## src/rtl/mem_stage.sv

```systemverilog
// mem_stage: memory pipeline stage. It performs RV64I loads and stores over a
// req/ready data-memory port. It resolves branches from the execute compare bit
// and produces the registered write-back bundle. Upstream is stalled while an
// access is outstanding, and a stuck access is abandoned after WAIT_MAX cycles.
module mem_stage #(
   parameter int WAIT_MAX = 255,
   parameter int XLEN     = 64
) (
   input  logic            CLK,
   input  logic            RST_N,
   input  logic [XLEN-1:0] res_i,
   input  logic            wb_en_i,
   input  logic [4:0]      rd_i,
   input  logic            load_flag_i,
   input  logic            mem_en_i,
   input  logic [2:0]      mem_para_i,
   input  logic [XLEN-1:0] store_value_i,
   input  logic            branch_flag_i,
   input  logic [XLEN-1:0] branch_offset_i,
   input  logic [XLEN-1:0] PC_i,
   output logic            dmem_req,
   output logic            dmem_we,
   output logic [XLEN-1:0] dmem_addr,
   output logic [XLEN-1:0] dmem_wdata,
   output logic [7:0]      dmem_wstrb,
   input  logic            dmem_ready,
   input  logic [XLEN-1:0] dmem_rdata,
   output logic            stall,
   output logic            wb_en,
   output logic [4:0]      wb_rd,
   output logic [XLEN-1:0] wb_data,
   output logic            take_branch,
   output logic [XLEN-1:0] branch_target,
   output logic            misalign,
   output logic            bus_err
);

   typedef enum logic [0:0] {
      ST_IDLE = 1'b0,
      ST_WAIT = 1'b1
   } state_t;

   // Last counter value before the access is abandoned.
   localparam logic [7:0] LP_CNT_LAST = 8'(WAIT_MAX - 1);

   // Store data replicated across every lane the access could occupy.
   function automatic logic [63:0] f_store_data(input logic [63:0] v, input logic [1:0] size);
      logic [63:0] d;
      case (size)
         2'b00:   d = {8{v[7:0]}};
         2'b01:   d = {4{v[15:0]}};
         2'b10:   d = {2{v[31:0]}};
         default: d = v;
      endcase
      return d;
   endfunction

   // Byte enables for a naturally aligned access at byte offset off.
   function automatic logic [7:0] f_store_strb(input logic [1:0] size, input logic [2:0] off);
      logic [7:0] s;
      case (size)
         2'b00:   s = 8'h01 << off;
         2'b01:   s = 8'h03 << off;
         2'b10:   s = 8'h0F << off;
         default: s = 8'hFF;
      endcase
      return s;
   endfunction

   // Move the addressed bytes down to bit 0, then sign- or zero-extend.
   function automatic logic [63:0] f_load_ext(input logic [63:0] rdata, input logic [2:0] off,
                                              input logic [2:0] para);
      logic [63:0] sh;
      logic [63:0] d;
      sh = rdata >> {off, 3'b000};
      case (para)
         3'b000:  d = {{56{sh[7]}}, sh[7:0]};
         3'b001:  d = {{48{sh[15]}}, sh[15:0]};
         3'b010:  d = {{32{sh[31]}}, sh[31:0]};
         3'b100:  d = {56'd0, sh[7:0]};
         3'b101:  d = {48'd0, sh[15:0]};
         3'b110:  d = {32'd0, sh[31:0]};
         default: d = sh;
      endcase
      return d;
   endfunction

   state_t            r_state;
   logic [7:0]        r_cnt;
   logic              r_req;
   logic              r_we;
   logic [XLEN-1:0]   r_addr;
   logic [XLEN-1:0]   r_wdata;
   logic [7:0]        r_wstrb;
   logic [2:0]        r_off;
   logic [2:0]        r_para;
   logic              r_load;
   logic              r_sv_wb_en;
   logic [4:0]        r_sv_rd;
   logic              r_wb_en;
   logic [4:0]        r_wb_rd;
   logic [XLEN-1:0]   r_wb_data;
   logic              r_take_branch;
   logic [XLEN-1:0]   r_branch_target;
   logic              r_misalign;
   logic              r_bus_err;

   logic              w_op_valid;
   logic              w_misaligned;
   logic              w_issue;
   logic              w_timeout;
   logic [XLEN-1:0]   w_load_data;

   // Decode the incoming memory instruction: legality, alignment and issue.
   always_comb begin
      w_op_valid   = 1'b0;
      w_misaligned = 1'b0;
      if (load_flag_i) begin
         w_op_valid = (mem_para_i != 3'b111);
      end else begin
         w_op_valid = (mem_para_i[2] == 1'b0);
      end
      case (mem_para_i[1:0])
         2'b00:   w_misaligned = 1'b0;
         2'b01:   w_misaligned = res_i[0];
         2'b10:   w_misaligned = |res_i[1:0];
         default: w_misaligned = |res_i[2:0];
      endcase
   end

   assign w_issue     = (r_state == ST_IDLE) && mem_en_i && w_op_valid && !w_misaligned;
   assign w_timeout   = (r_cnt == LP_CNT_LAST);
   assign w_load_data = f_load_ext(dmem_rdata, r_off, r_para);

   // Hold upstream while issuing and while waiting. Release on ready or on the abort cycle.
   assign stall = RST_N && (w_issue || ((r_state == ST_WAIT) && !dmem_ready && !w_timeout));

   // Stage FSM: request issue, completion/abort, pass-through and branch resolution.
   always_ff @(posedge CLK or negedge RST_N) begin
      if (!RST_N) begin
         r_state         <= ST_IDLE;
         r_cnt           <= 8'd0;
         r_req           <= 1'b0;
         r_we            <= 1'b0;
         r_addr          <= 64'd0;
         r_wdata         <= 64'd0;
         r_wstrb         <= 8'd0;
         r_off           <= 3'd0;
         r_para          <= 3'd0;
         r_load          <= 1'b0;
         r_sv_wb_en      <= 1'b0;
         r_sv_rd         <= 5'd0;
         r_wb_en         <= 1'b0;
         r_wb_rd         <= 5'd0;
         r_wb_data       <= 64'd0;
         r_take_branch   <= 1'b0;
         r_branch_target <= 64'd0;
         r_misalign      <= 1'b0;
         r_bus_err       <= 1'b0;
      end else begin
         r_take_branch <= 1'b0;
         r_misalign    <= 1'b0;
         r_bus_err     <= 1'b0;
         case (r_state)
            ST_IDLE: begin
               r_cnt <= 8'd0;
               if (mem_en_i) begin
                  r_wb_en <= 1'b0;
                  if (!w_op_valid) begin
                     r_req <= 1'b0;
                  end else if (w_misaligned) begin
                     r_misalign <= 1'b1;
                  end else begin
                     r_req      <= 1'b1;
                     r_we       <= !load_flag_i;
                     r_addr     <= {res_i[63:3], 3'b000};
                     r_wdata    <= f_store_data(store_value_i, mem_para_i[1:0]);
                     r_wstrb    <= f_store_strb(mem_para_i[1:0], res_i[2:0]);
                     r_off      <= res_i[2:0];
                     r_para     <= mem_para_i;
                     r_load     <= load_flag_i;
                     r_sv_wb_en <= wb_en_i;
                     r_sv_rd    <= rd_i;
                     r_state    <= ST_WAIT;
                  end
               end else if (branch_flag_i) begin
                  r_wb_en         <= 1'b0;
                  r_take_branch   <= res_i[0];
                  r_branch_target <= PC_i + branch_offset_i;
               end else begin
                  r_wb_en   <= wb_en_i;
                  r_wb_rd   <= rd_i;
                  r_wb_data <= res_i;
               end
            end
            ST_WAIT: begin
               r_wb_en <= 1'b0;
               if (dmem_ready) begin
                  r_wb_en <= r_sv_wb_en & r_load;
                  r_wb_rd <= r_sv_rd;
                  if (r_load) begin
                     r_wb_data <= w_load_data;
                  end else begin
                     r_wb_data <= r_wb_data;
                  end
                  r_req   <= 1'b0;
                  r_we    <= 1'b0;
                  r_cnt   <= 8'd0;
                  r_state <= ST_IDLE;
               end else if (w_timeout) begin
                  r_bus_err <= 1'b1;
                  r_req     <= 1'b0;
                  r_we      <= 1'b0;
                  r_cnt     <= 8'd0;
                  r_state   <= ST_IDLE;
               end else begin
                  r_cnt <= r_cnt + 8'd1;
               end
            end
            default: begin
               r_state <= ST_IDLE;
               r_req   <= 1'b0;
               r_we    <= 1'b0;
               r_cnt   <= 8'd0;
               r_wb_en <= 1'b0;
            end
         endcase
      end
   end

   assign dmem_req      = r_req;
   assign dmem_we       = r_we;
   assign dmem_addr     = r_addr;
   assign dmem_wdata    = r_wdata;
   assign dmem_wstrb    = r_wstrb;
   assign wb_en         = r_wb_en;
   assign wb_rd         = r_wb_rd;
   assign wb_data       = r_wb_data;
   assign take_branch   = r_take_branch;
   assign branch_target = r_branch_target;
   assign misalign      = r_misalign;
   assign bus_err       = r_bus_err;

endmodule
```

## config.mk

```make
export PLATFORM = sky130hd
export DESIGN_NAME = mem_stage
export DESIGN_NICKNAME = d
export VERILOG_FILES = /design/src/rtl/mem_stage.sv
export SDC_FILE = /design/constraint.sdc
export NUM_CORES = 1
export LEC_CHECK = 0
export CAP_MARGIN = 20
export CORE_MARGIN = 2
export CORE_UTILIZATION = 30
export CTS_CLUSTER_SIZE = 28
export DETAILED_ROUTE_END_ITERATION = 7
export DONT_BUFFER_PORTS = 1
export PLACE_DENSITY = 0.55
export SYNTH_ARGS = -nofsm -noshare
export SYNTH_HDL_FRONTEND = slang
export SYNTH_SLANG_ARGS = --single-unit
```

## constraint.sdc

```tcl
create_clock -name CLK -period 5.9 [get_ports CLK]
set_input_delay 0.885 -clock CLK [delete_from_list [all_inputs] [get_ports CLK]]
set_output_delay 0.885 -clock CLK [all_outputs]
set_load 0.02 [all_outputs]
```

# After elaboration in Yosys (flattened, before gate mapping)
# Cells that the tools add are included.
# word_totals
output_inout_bits	276
input_bits	335
register_bits	294
word_cells	116
# op_classes
add_sub_neg	2
bitwise_logic	5
n_reduce_logical	21
n_eq_ne	18
n_mux	47
shift	4
# ops
operator	count
$pmux W64 S6	1
$mux W64	4
$pmux W64 S3	1
$pmux W64 S2	1
$add A64 B64 Y64	1
$shr A64 B6 Y64	1
$mux W1	27
$pmux W8 S3	1
$mux W8	2
$pmux W8 S2	1
$mux W5	3
$ne A2 B2 Y1 const B	6
$reduce_and A4 Y1	3
$pmux W5 S2	1
$eq A3 B3 Y1 const B	3
$reduce_and A3 Y1	3
$add A8 B1 Y8 const B	1
$eq A8 B8 Y1 const B	1
$pmux W1 S2	4
$shl A1 B3 Y8 const A	1
$shl A2 B3 Y8 const A	1
$shl A4 B3 Y8 const A	1
$logic_and A1 B1 Y1	6
$ne A3 B3 Y1 const B	2
other kinds (15)	21

# Logic depth before layout (Yosys ltp)
# Gate-level depths: netlist of run 1.
# depth
ltp_word	6
depth_mapped	13
mapped_depth_nobuf	12

# Worst setup path before layout of run 1
# No wires, ideal clock.
# synth_timing
path_kind	input to register
startpoint	in branch_offset_i[0]
endpoint	reg r_branch_target[62], in the netlist branch_target[62]
setup_ns	0.132
t_required_ns	5.768
arrival_ns	3.406
stages	12
slack_ns	2.361
n_path_buf	0
cell_sequence	ha_1 > fa_1 > a211oi_1 > o21ba_2 > o211ai_2 > a31oi_1 > nand2_1 > a31oi_1 > o41ai_4 > a221oi_2 > xor2_1 > o21ai_1
# synth_between
elab_chain_len	1
# synth_lines
element	line_no	text
start, declared	19	input logic [XLEN-1:0] branch_offset_i,
$add A64 B64 Y64	189	r_branch_target <= PC_i + branch_offset_i;
end signal, assigned	189	
end, declared	104	logic [XLEN-1:0] r_branch_target;
# No other way between the ends.
# A chain may end at the register's enable or synchronous reset.

# Final worst setup path of run 1
# layout_timing
startpoint	reg r_off[1]
endpoint	reg r_wb_data[60], in the netlist wb_data[60]
# layout_between
elab_chain_len	5
# layout_lines
element	line_no	text
start, declared	95	logic [2:0] r_off;
start signal, assigned	179	r_off <= res_i[2:0];
$shr A64 B6 Y64	75	sh = rdata >> {off, 3'b000};
$pmux W64 S6	76	case (para)
$mux W64	201	if (r_load) begin
$mux W64	198	if (dmem_ready) begin
$pmux W64 S2	164	case (r_state)
end signal, assigned	193	r_wb_data <= res_i;
end signal, assigned	202	r_wb_data <= w_load_data;
end signal, assigned	204	r_wb_data <= r_wb_data;
end, declared	102	logic [XLEN-1:0] r_wb_data;
# No other way between the ends. The select of a mux whose other input is x is not followed.

==> run_summary.xml, run 1 <==
<?xml version="1.0" encoding="UTF-8"?>
<metrics>
  <group name="status">
    <metric name="run_status" unit="">finished clean</metric>
  </group>
  <group name="pwr">
    <metric name="power_per_cell_area" unit="nW/um^2">420.2</metric>
    <metric name="power.ir.vdd_worst" unit="uV">260.1</metric>
    <metric name="cellLeakagePower" unit="nW">9.003</metric>
    <metric name="p_total" unit="mW">8.304</metric>
  </group>
  <group name="worst_setup_path">
    <metric name="end_kind" unit="">register</metric>
    <metric name="timing.critical_path.from_type" unit="">register</metric>
    <metric name="crit_path_max_fanout" unit="">49</metric>
    <metric name="worst_ep_arrival_time" unit="ns">4.55</metric>
    <metric name="cp.required" unit="ns">6.34</metric>
    <metric name="critPathKind" unit="">reg -&gt; reg</metric>
  </group>
  <group name="clock_network">
    <metric name="clkSlewWorstSetupHoldPaths" unit="ns">0.06</metric>
    <metric name="cts_tree" unit="">done</metric>
    <metric name="clk_latency_worst_skew_pair" unit="ns">0.56</metric>
    <metric name="tritoncts.num_buffers" unit="">38</metric>
    <metric name="root_buffer" unit="">clkbuf_16</metric>
    <metric name="post_cts.repair.setup_buffers" unit="">0</metric>
    <metric name="post_cts_resized" unit="">0</metric>
    <metric name="cts_buffer_depth" unit="">3</metric>
    <metric name="htreeDepth" unit="">2</metric>
    <metric name="clock_sink_count" unit="">294</metric>
  </group>
  <group name="finish">
    <metric name="layout.area.seq" unit="sq um">7365</metric>
    <metric name="share_of_layout_cells_above_drive_strength_1" unit="">0.06120</metric>
    <metric name="final_util" unit="">0.3348</metric>
    <metric name="synthToLayoutAreaGrowth" unit="%">10.44</metric>
    <metric name="multiInputGateArea" unit="sq um">9821</metric>
    <metric name="post_route_design_area" unit="sq um">19760</metric>
    <metric name="finish.net_count" unit="">2453</metric>
    <metric name="layout.filler_cells" unit="">6168</metric>
  </group>
  <group name="routing">
    <metric name="pre_repair_dr_iteration_count" unit="">5</metric>
    <metric name="drt_first_iter_violations" unit="">1248</metric>
    <metric name="routed_wl" unit="microns">70210</metric>
    <metric name="wire_per_inst" unit="microns">24.61</metric>
    <metric name="route.detailed.vias_per_inst" unit="">5.592</metric>
    <metric name="detail-route-antenna-nets" unit="">0</metric>
    <metric name="routed-via-count" unit="">15955</metric>
    <metric name="drc_errors" unit="">0</metric>
  </group>
  <group name="yosys">
    <metric name="number_of_synthesized_register_bits" unit="">294</metric>
    <metric name="post_synth_inst_count" unit="">2132</metric>
    <metric name="synth_top_flop_cell" unit="">dfrtp_1</metric>
    <metric name="synth.yosys.seq_area_share" unit="">0.4112</metric>
    <metric name="synth_warnings" unit="">0</metric>
    <metric name="netlist_area" unit="sq um">17890</metric>
    <metric name="synth-edff-count" unit="">0</metric>
    <metric name="share_of_flip_flops_with_an_asynchronous_set_or_reset" unit="">1.000</metric>
    <metric name="yosys.cell_types.count" unit="">75</metric>
    <metric name="avgSynthCellArea" unit="sq um">8.393</metric>
  </group>
  <group name="timing">
    <metric name="final_period_minus_worst_setup_slack" unit="ns">4.111</metric>
    <metric name="max_freq" unit="GHz">0.2433</metric>
    <metric name="setup-violations-final" unit="">0</metric>
    <metric name="finalHoldViolCount" unit="">0</metric>
    <metric name="fin_tns_setup" unit="ns">0</metric>
    <metric name="timing.slew.headroom" unit="">0.2529</metric>
    <metric name="final_number_of_max_transition_violations" unit="">0</metric>
    <metric name="finalCritPeriodShare" unit="">0.6967</metric>
    <metric name="grt_setup_unrepaired" unit="">false</metric>
    <metric name="tightestPinTransition" unit="ns">1.121</metric>
    <metric name="finalClockSkew" unit="ns">0.02038</metric>
  </group>
  <group name="hold_path">
    <metric name="hold_path_class" unit="">in -&gt; async</metric>
  </group>
  <group name="floorplan">
    <metric name="initial_utilization" unit="">0.3032</metric>
    <metric name="rows" unit="">89</metric>
    <metric name="io-pin-count" unit="">611</metric>
    <metric name="dieWidth" unit="microns">248.2</metric>
    <metric name="core_area" unit="sq um">59020</metric>
    <metric name="die_area" unit="sq um">61610</metric>
    <metric name="dieHeight" unit="microns">248.2</metric>
  </group>
  <group name="grt">
    <metric name="first_global_vias" unit="">15646</metric>
    <metric name="grt-ovfl-total" unit="">0</metric>
    <metric name="grt_antenna_before_repair" unit="">5</metric>
    <metric name="largest_net_degree_at_the_start_of_global_routing" unit="">261</metric>
    <metric name="globalRouteTotalUtil" unit="">0.2154</metric>
    <metric name="global_route_wire_length_before_repair" unit="microns">100800</metric>
  </group>
  <group name="placement">
    <metric name="hpwlAfterDp" unit="microns">53210</metric>
    <metric name="place.port_buffers" unit="">0</metric>
    <metric name="placer_s_final_routability_congestion_estimate" unit="">0.9454</metric>
    <metric name="placedInstanceArea" unit="sq um">18440</metric>
  </group>
  <group name="job">
    <metric name="drv_cap" unit="">0</metric>
  </group>
</metrics>
## power breakdown
group          switching, mW  total, mW  leakage, nW  internal, mW
sequential              1.36       3.98         3.67          2.62
combinational           1.24       2.01         4.72         0.766
clock                  0.954       2.32        0.612          1.36
total                   3.55       8.30         9.00          4.75
## state kept, by name (all words and copies together) (netlist names), 3 cells and up
register       count
dmem_addr         61
branch_target     64
wb_rd              5
dmem_wstrb         8
dmem_wdata        64
r_sv_rd            5
r_off              3
r_para             3
wb_data           64
r_cnt              8
## cell families (layout without fill, tap and decap cells)
group,Yosys count,count (layout),synth area share
and+or+nand+nor,815,815,0.1920
AOI/OAI and AO/OA,621,621,0.2212
DFF,294,294,0.4112
buffers and inverters,192,133,0.04196
muxes,76,76,0.05300
adders and majority gates,71,71,0.05007
xor gates and xnor gates,62,62,0.03035
other,1,8,0.0002096
## critical path, cell delays in order (launching register included)
cell       delay, ns
dfrtp_2         0.57
buf_4           0.61
mux2i_1         0.19
a21oi_1         0.24
a21oi_1         0.13
nor2b_1         0.18
a2111oi_4       0.33
buf_4           0.27
or3b_1          0.89
a21oi_1         0.24
o31ai_1         0.30
## final timing paths
path | start | endpoint | slack (ns) | cells past startpoint
max | r_off[1]$_DFFE_PN0P_ | wb_data[60]$_DFFE_PN0P_ | 1.79 | 10
min | RST_N | dmem_addr[10]$_DFFE_PN0P_ | 0.06 | 0
max in group asynchronous | RST_N | dmem_addr[15]$_DFFE_PN0P_ | 4.56 | 1
max reg2reg | r_off[1]$_DFFE_PN0P_ | wb_data[60]$_DFFE_PN0P_ | 1.79 | 10
min reg2reg | r_sv_rd[2]$_DFFE_PN0P_ | r_sv_rd[2]$_DFFE_PN0P_ | 0.48 | 2
min in group CLK | dmem_ready | bus_err$_DFF_PN0_ | 0.40 | 1
## cell type report
class	instances	share of cell area
Antenna cell	5	0.0006332
Clock buffer	56	0.05667
Clock inverter	12	0.005825
Inverter	45	0.008548
Multi-Input combinational cell	1648	0.4970
Sequential cell	294	0.3727
Tap cell	773	0.04894
Timing Repair Buffer	20	0.009751
## layer usage
layer / global-route usage / part of all wire / vias to the layer above
met5: 0 / 0.00011 / -
met4: 0.09524 / 0.042 / 2
met3: 0.07067 / 0.10 / 139
met1: 0.2421 / 0.37 / 7725
li1: - / - / 7322
met2: 0.3713 / 0.48 / 767
## per-stage QoR
stage          cells  worst slack [ns]  hold slack, ns
6_report        2853             1.789         0.05761
5_1_grt         2853             1.504        0.007033
4_1_cts         2846             1.806        0.001411
3_5_place_dp    2774             1.663          0.4683
3_3_place_gp    2774             1.711          0.4582
2_1_floorplan   2134             2.361          0.4454
## repair_timing
action / 4_1_cts / 5_1_grt
setup endpoints to repair: 0 / 0
endpoints found under the hold margin: 16 / 0
hold buffers: 4 / 0
## synth_stat cells (12+ instances only)
library cell  count  share of area
nand3_1          52          0.015
o21ai_0         163          0.046
o22ai_1          37          0.013
a21o_1           53          0.022
nor2b_1          41          0.014
nand2_1         508           0.11
dfrtp_1         294           0.41
nor3_1           17         0.0048
o31ai_1          51          0.021
o21bai_1         17         0.0071
xnor2_1          31          0.015
inv_1            44         0.0092
nor2_1          129          0.027
a211oi_1         31          0.013
ha_1             70          0.049
a31oi_1          12         0.0042
xor2_1           31          0.015
a21oi_1         157          0.044
o21ai_1          12         0.0034
nand4_1          21         0.0073
buf_2            12         0.0034
clkbuf_1        125          0.026
and3_1           17         0.0059
mux2i_1          52          0.029
mux4_2           14          0.018
## cells in the final DEF (no fill, tap or decap), types with 51 or more instances in the layout
cell type,count
dfrtp_1,290
o21ai_0,163
o31ai_1,51
nand2_1,507
nor2_1,128
mux2i_1,52
a21oi_1,157
ha_1,69
a21o_1,52
nand3_1,52
(Power assumes the default switching activity.)
==> run 2: changes to the inputs <==
- clock period: 5.9 -> 3.96 ns (I/O delays scaled with it)
==> run_summary.xml, run 2 (same netlist as run 1, synthesis figures left out) <==
<?xml version="1.0" encoding="UTF-8"?>
<metrics>
  <group name="placement">
    <metric name="total_placed_cells_including_tap_cells" unit="">2788</metric>
    <metric name="placer_s_final_routability_congestion_estimate" unit="">0.9454</metric>
    <metric name="place.port_buffers" unit="">0</metric>
    <metric name="hpwlAfterDp" unit="microns">53150</metric>
  </group>
  <group name="routing">
    <metric name="wire_per_inst" unit="microns">24.35</metric>
    <metric name="drc_errors" unit="">0</metric>
    <metric name="routed_wl" unit="microns">69600</metric>
    <metric name="pre_repair_dr_iteration_count" unit="">6</metric>
    <metric name="detail-route-antenna-nets" unit="">0</metric>
    <metric name="route.detailed.vias_per_inst" unit="">5.604</metric>
    <metric name="drt_first_iter_violations" unit="">1150</metric>
    <metric name="routed-via-count" unit="">16016</metric>
  </group>
  <group name="worst_setup_path">
    <metric name="crit_path_max_fanout" unit="">23</metric>
    <metric name="critical_path.top_delay_family" unit="">compound AO/OA/AOI/OAI gates</metric>
    <metric name="cpMostUsedCell" unit="">a21oi_1</metric>
    <metric name="crit_path_max_incr_delay" unit="ns">0.72</metric>
    <metric name="cpMaxStageDelayCell" unit="">or3b_1</metric>
    <metric name="cell_breakdown_of_the_critical_path" unit="">mux2i_1, o21ai_0, a21oi_1, a2111oi_4, or3b_1, buf_4, a21oi_1, o31ai_1</metric>
    <metric name="timing.critical_path.from_type" unit="">register</metric>
    <metric name="end_kind" unit="">register</metric>
    <metric name="cp.required" unit="ns">4.42</metric>
    <metric name="worst-path-buf-inv" unit="">1</metric>
    <metric name="critPathKind" unit="">reg -&gt; reg</metric>
    <metric name="worst_ep_arrival_time" unit="ns">3.79</metric>
  </group>
  <group name="pwr">
    <metric name="p_sw_frac" unit="">0.4253</metric>
    <metric name="power.net_switching" unit="mW">5.344</metric>
    <metric name="cellLeakagePower" unit="nW">9.076</metric>
    <metric name="power.clock.fraction" unit="">0.290</metric>
    <metric name="internal_power" unit="mW">7.220</metric>
    <metric name="power.ir.vdd_worst" unit="uV">386.8</metric>
    <metric name="power_per_cell_area" unit="nW/um^2">631.6</metric>
    <metric name="combinationalPowerShare" unit="">0.238</metric>
    <metric name="sequentialPowerShare" unit="">0.472</metric>
  </group>
  <group name="timing">
    <metric name="final_period_minus_worst_setup_slack" unit="ns">3.325</metric>
    <metric name="max_freq" unit="GHz">0.3007</metric>
    <metric name="grt_setup_unrepaired" unit="">false</metric>
    <metric name="final_number_of_max_transition_violations" unit="">0</metric>
    <metric name="tightestPinTransition" unit="ns">0.9742</metric>
    <metric name="final.hold.worst_slack" unit="ns">-0.2844</metric>
    <metric name="timing.slew.headroom" unit="">0.3505</metric>
    <metric name="finalHoldViolCount" unit="">294</metric>
    <metric name="setup-violations-final" unit="">0</metric>
    <metric name="finalClockSkew" unit="ns">0.02779</metric>
    <metric name="finalCritPeriodShare" unit="">0.8397</metric>
    <metric name="fin_tns_setup" unit="ns">0</metric>
  </group>
  <group name="clock_network">
    <metric name="clock_sink_count" unit="">294</metric>
    <metric name="root_buffer" unit="">clkbuf_16</metric>
    <metric name="clkSlewWorstSetupHoldPaths" unit="ns">0.06</metric>
    <metric name="cts_tree" unit="">done</metric>
    <metric name="post_cts_resized" unit="">0</metric>
    <metric name="tritoncts.num_buffers" unit="">39</metric>
    <metric name="htreeDepth" unit="">2</metric>
    <metric name="post_cts.repair.setup_buffers" unit="">0</metric>
    <metric name="cts_buffer_depth" unit="">3</metric>
    <metric name="clk_latency_worst_skew_pair" unit="ns">0.58</metric>
  </group>
  <group name="finish">
    <metric name="post_layout_nonfiller_instances" unit="">2858</metric>
    <metric name="finish.net_count" unit="">2463</metric>
    <metric name="synthToLayoutAreaGrowth" unit="%">11.17</metric>
    <metric name="mostFrequentLayoutCell" unit="">nand2_1</metric>
    <metric name="mostFrequentLayoutCells" unit="">507 x nand2_1, 290 x dfrtp_1, 163 x o21ai_0</metric>
    <metric name="share_of_layout_cells_above_drive_strength_1" unit="">0.06913</metric>
  </group>
  <group name="floorplan">
    <metric name="die_area" unit="sq um">61610</metric>
    <metric name="initial_utilization" unit="">0.3032</metric>
    <metric name="core_area" unit="sq um">59020</metric>
    <metric name="dieHeight" unit="microns">248.2</metric>
    <metric name="io-pin-count" unit="">611</metric>
    <metric name="rows" unit="">89</metric>
    <metric name="dieWidth" unit="microns">248.2</metric>
  </group>
  <group name="grt">
    <metric name="grt_antenna_before_repair" unit="">2</metric>
    <metric name="globalRouteTotalUtil" unit="">0.2149</metric>
    <metric name="largest_net_degree_at_the_start_of_global_routing" unit="">296</metric>
    <metric name="grt-ovfl-total" unit="">0</metric>
    <metric name="first_global_vias" unit="">15582</metric>
    <metric name="global_route_wire_length_before_repair" unit="microns">101000</metric>
  </group>
  <group name="status">
    <metric name="run_status" unit="">finished with violations</metric>
    <metric name="failed_checks" unit="">negative hold slack</metric>
  </group>
  <group name="hold_path">
    <metric name="hold_path_class" unit="">in -&gt; async</metric>
  </group>
  <group name="job">
    <metric name="drv_cap" unit="">0</metric>
  </group>
</metrics>
run 2: worst paths after layout:
kind / from / endpoint / slack (ns) / cells after the start
setup / recovery: r_off[1]$_DFFE_PN0P_ / wb_data[63]$_DFFE_PN0P_ / 0.63 / 8
hold / removal: RST_N / dmem_addr[17]$_DFFE_PN0P_ / -0.28 / 0
setup reg to reg: r_off[1]$_DFFE_PN0P_ / wb_data[63]$_DFFE_PN0P_ / 0.63 / 8
hold reg to reg: r_sv_wb_en$_DFFE_PN0P_ / r_sv_wb_en$_DFFE_PN0P_ / 0.48 / 2
max in group asynchronous: RST_N / branch_target[45]$_DFFE_PN0P_ / 3.83 / 0
min in group CLK: dmem_ready / bus_err$_DFF_PN0_ / 0.12 / 1
run 2: final cells by class:
cell class,count,area [sq um]
fill,6253,39130
multi-input combinational,1648,9821
sequential,294,7365
clock buffer,50,1087
tap,773,967.2
timing repair buffer,29,259.0
clock inverter,17,220.2
inverter,45,168.9
antenna,2,5.005
run 2: worst register-to-register path, cell delays in order (launching register included):
cell	delay (ns)
dfrtp_2	0.55
mux2i_1	0.17
o21ai_0	0.49
a21oi_1	0.26
a2111oi_4	0.42
or3b_1	0.72
buf_4	0.32
a21oi_1	0.06
o31ai_1	0.22
run 2: power groups by stage:
stage               logic, mW  registers [mW]  clock network [mW]
floorplan                2.31            5.52                   0
global placement         2.91            5.98                   0
detailed placement       2.97            5.98                   0
CTS                      2.98            5.94                3.75
global route             3.34            6.05                3.85
finish                   2.99            5.93                3.65
run 2: stage by stage:
stage          worst slack, ns  area (sq um)  hold WS (ns)  power, mW    util
2_1_floorplan           0.7125         17900        0.2984      7.822       -
3_5_place_dp            0.1197         18570        0.3047      8.956  0.3146
4_1_cts                 0.6435         19880       -0.3408      12.67  0.3368
5_1_grt                 0.3748         19890       -0.3231      13.24  0.3371
3_3_place_gp            0.1764         18570        0.3078      8.890  0.3146
6_report                0.6347         19890       -0.2844      12.56  0.3371
run 2: layer usage:
metal  vias up  global-route usage  wire length (microns)
met1      7724              0.2493                  25560
met3       154             0.06960                   7456
li1       7334                   -                      -
met4         2              0.1024                   3432
met5         -                   0                     16
met2       802              0.3586                  33130
==> run 3: changes to the inputs <==
- PLACE_DENSITY: 0.55 -> 0.56
- clock period: 3.96 -> 3 ns (I/O delays scaled with it)
==> run_summary.xml, run 3 (same netlist as run 1, synthesis figures left out) <==
<?xml version="1.0" encoding="UTF-8"?>
<metrics>
  <group name="pwr">
    <metric name="combinationalPowerShare" unit="">0.261</metric>
    <metric name="power.ir.vdd_worst" unit="uV">528.1</metric>
    <metric name="internal_power" unit="mW">9.816</metric>
    <metric name="cellLeakagePower" unit="nW">9.980</metric>
    <metric name="power_per_cell_area" unit="nW/um^2">782.1</metric>
    <metric name="power.net_switching" unit="mW">7.070</metric>
    <metric name="power.clock.fraction" unit="">0.277</metric>
    <metric name="p_sw_frac" unit="">0.4187</metric>
    <metric name="sequentialPowerShare" unit="">0.463</metric>
  </group>
  <group name="routing">
    <metric name="wire_per_inst" unit="microns">23.67</metric>
    <metric name="drc_errors" unit="">0</metric>
    <metric name="routed-via-count" unit="">16804</metric>
    <metric name="routed_wl" unit="microns">72460</metric>
    <metric name="route.detailed.vias_per_inst" unit="">5.490</metric>
    <metric name="detail-route-antenna-nets" unit="">0</metric>
    <metric name="drt_first_iter_violations" unit="">1102</metric>
    <metric name="pre_repair_dr_iteration_count" unit="">6</metric>
  </group>
  <group name="status">
    <metric name="run_status" unit="">finished with violations</metric>
    <metric name="failed_checks" unit="">negative hold slack</metric>
  </group>
  <group name="clock_network">
    <metric name="clk_latency_worst_skew_pair" unit="ns">0.54</metric>
    <metric name="tritoncts.num_buffers" unit="">37</metric>
    <metric name="cts_tree" unit="">done</metric>
    <metric name="htreeDepth" unit="">2</metric>
    <metric name="clkSlewWorstSetupHoldPaths" unit="ns">0.06</metric>
    <metric name="root_buffer" unit="">clkbuf_16</metric>
    <metric name="cts_buffer_depth" unit="">3</metric>
    <metric name="clock_sink_count" unit="">294</metric>
  </group>
  <group name="timing">
    <metric name="final.hold.worst_slack" unit="ns">-0.3869</metric>
    <metric name="tightestPinTransition" unit="ns">1.048</metric>
    <metric name="setup-violations-final" unit="">0</metric>
    <metric name="finalCritPeriodShare" unit="">0.9552</metric>
    <metric name="grt_setup_unrepaired" unit="">false</metric>
    <metric name="final_period_minus_worst_setup_slack" unit="ns">2.866</metric>
    <metric name="finalHoldViolCount" unit="">294</metric>
    <metric name="max_freq" unit="GHz">0.3490</metric>
    <metric name="finalClockSkew" unit="ns">0.01653</metric>
    <metric name="timing.slew.headroom" unit="">0.3010</metric>
    <metric name="fin_tns_setup" unit="ns">0</metric>
    <metric name="final_number_of_max_transition_violations" unit="">0</metric>
  </group>
  <group name="placement">
    <metric name="hpwlAfterDp" unit="microns">55150</metric>
    <metric name="placer_s_final_routability_congestion_estimate" unit="">0.9568</metric>
    <metric name="place.port_buffers" unit="">0</metric>
  </group>
  <group name="finish">
    <metric name="finish.net_count" unit="">2658</metric>
    <metric name="synthToLayoutAreaGrowth" unit="%">20.67</metric>
    <metric name="share_of_layout_cells_above_drive_strength_1" unit="">0.1198</metric>
    <metric name="final_util" unit="">0.3658</metric>
    <metric name="mostFrequentLayoutCell" unit="">nand2_1</metric>
    <metric name="mostFrequentLayoutCells" unit="">507 x nand2_1, 290 x dfrtp_1, 163 x o21ai_0</metric>
  </group>
  <group name="floorplan">
    <metric name="io-pin-count" unit="">611</metric>
    <metric name="dieWidth" unit="microns">248.2</metric>
    <metric name="die_area" unit="sq um">61610</metric>
    <metric name="dieHeight" unit="microns">248.2</metric>
    <metric name="rows" unit="">89</metric>
    <metric name="core_area" unit="sq um">59020</metric>
    <metric name="initial_utilization" unit="">0.3032</metric>
  </group>
  <group name="worst_setup_path">
    <metric name="cp.required" unit="ns">3.42</metric>
    <metric name="timing.critical_path.from_type" unit="">primary input</metric>
    <metric name="crit_path_max_fanout" unit="">3</metric>
    <metric name="end_kind" unit="">register</metric>
    <metric name="critPathKind" unit="">in -&gt; reg</metric>
    <metric name="worst_ep_arrival_time" unit="ns">3.29</metric>
    <metric name="reg2reg_depth" unit="">10</metric>
  </group>
  <group name="grt">
    <metric name="grt-ovfl-total" unit="">0</metric>
    <metric name="globalRouteTotalUtil" unit="">0.2221</metric>
    <metric name="global_route_wire_length_before_repair" unit="microns">104100</metric>
    <metric name="grt_antenna_before_repair" unit="">7</metric>
    <metric name="largest_net_degree_at_the_start_of_global_routing" unit="">296</metric>
    <metric name="first_global_vias" unit="">16420</metric>
  </group>
  <group name="hold_path">
    <metric name="hold_path_class" unit="">in -&gt; async</metric>
  </group>
  <group name="job">
    <metric name="drv_cap" unit="">0</metric>
  </group>
</metrics>
run 3: critical path, cell delays in order:
cell,delay [ns]
ha_1,0.18
fa_2,0.26
a211oi_2,0.09
o21ba_2,0.23
o211ai_2,0.24
a31o_2,0.20
a22oi_1,0.06
buf_4,0.16
o41ai_1,0.56
o21ai_1,0.16
buf_4,0.18
o31ai_1,0.28
xnor2_1,0.15
o21ai_1,0.07
run 3: area by class of cell:
| type | count | area, sq um |
|---|---|---|
| fill | 6088 | 37430 |
| tap | 773 | 967.2 |
| antenna | 9 | 22.52 |
| clock inverter | 12 | 155.1 |
| inverter | 45 | 168.9 |
| timing repair buffer | 226 | 1967 |
| multi-input combinational | 1648 | 9844 |
| sequential | 294 | 7365 |
| clock buffer | 54 | 1102 |
run 3: power by group through the flow:
stage | combinational [mW] | clock (mW) | sequential (mW)
after global placement | 4.18 | 0 | 7.86
after floorplan | 3.04 | 0 | 7.28
after CTS | 4.36 | 4.80 | 7.82
after global routing | 4.88 | 4.96 | 7.95
after detailed placement | 4.26 | 0 | 7.87
final | 4.40 | 4.67 | 7.81
run 3: timing repair:
action                                  in CTS  in global routing
endpoints found under the setup margin       0                 12
hold buffers                                67                  1
endpoints found under the hold margin      361                295
buffers inserted                             0                  5
gates resized for setup                      0                  4
run 3: metal layers:
| layer | share of wire | global-route usage | vias to the layer above |
|---|---|---|---|
| met2 | 0.47 | 0.3662 | 818 |
| met1 | 0.38 | 0.2608 | 8108 |
| li1 | - | - | 7745 |
| met3 | 0.10 | 0.06917 | 133 |
| met5 | 0 | 0 | - |
| met4 | 0.048 | 0.1115 | 0 |
run 3: path summary, 6_finish.rpt:
check | from | slack (ns) | endpoint
setup reg to reg | r_off[1]$_DFFE_PN0P_ | 0.24 | wb_data[43]$_DFFE_PN0P_
max in group asynchronous | RST_N | 3.02 | branch_target[21]$_DFFE_PN0P_
hold / removal | RST_N | -0.39 | dmem_addr[12]$_DFFE_PN0P_
setup / recovery | branch_offset_i[0] | 0.13 | branch_target[60]$_DFFE_PN0P_
hold reg to reg | r_sv_wb_en$_DFFE_PN0P_ | 0.49 | r_sv_wb_en$_DFFE_PN0P_
min in group CLK | res_i[62] | 0.04 | dmem_addr[62]$_DFFE_PN0P_
run 3: stage by stage:
step           hold slack, ns  worst slack, ns  instance area [sq um]  power (mW)  cells
2_1_floorplan          0.1544        0.0006357                  17910       10.33   2134
3_3_place_gp           0.1605          -0.4182                  19580       12.03   2913
3_5_place_dp           0.1611          -0.4540                  19580       12.13   2913
4_1_cts               -0.4354          0.04993                  21500       16.97   3046
5_1_grt               -0.4386          0.01672                  21590       17.79   3061
6_report              -0.3869           0.1343                  21590       16.89   3061
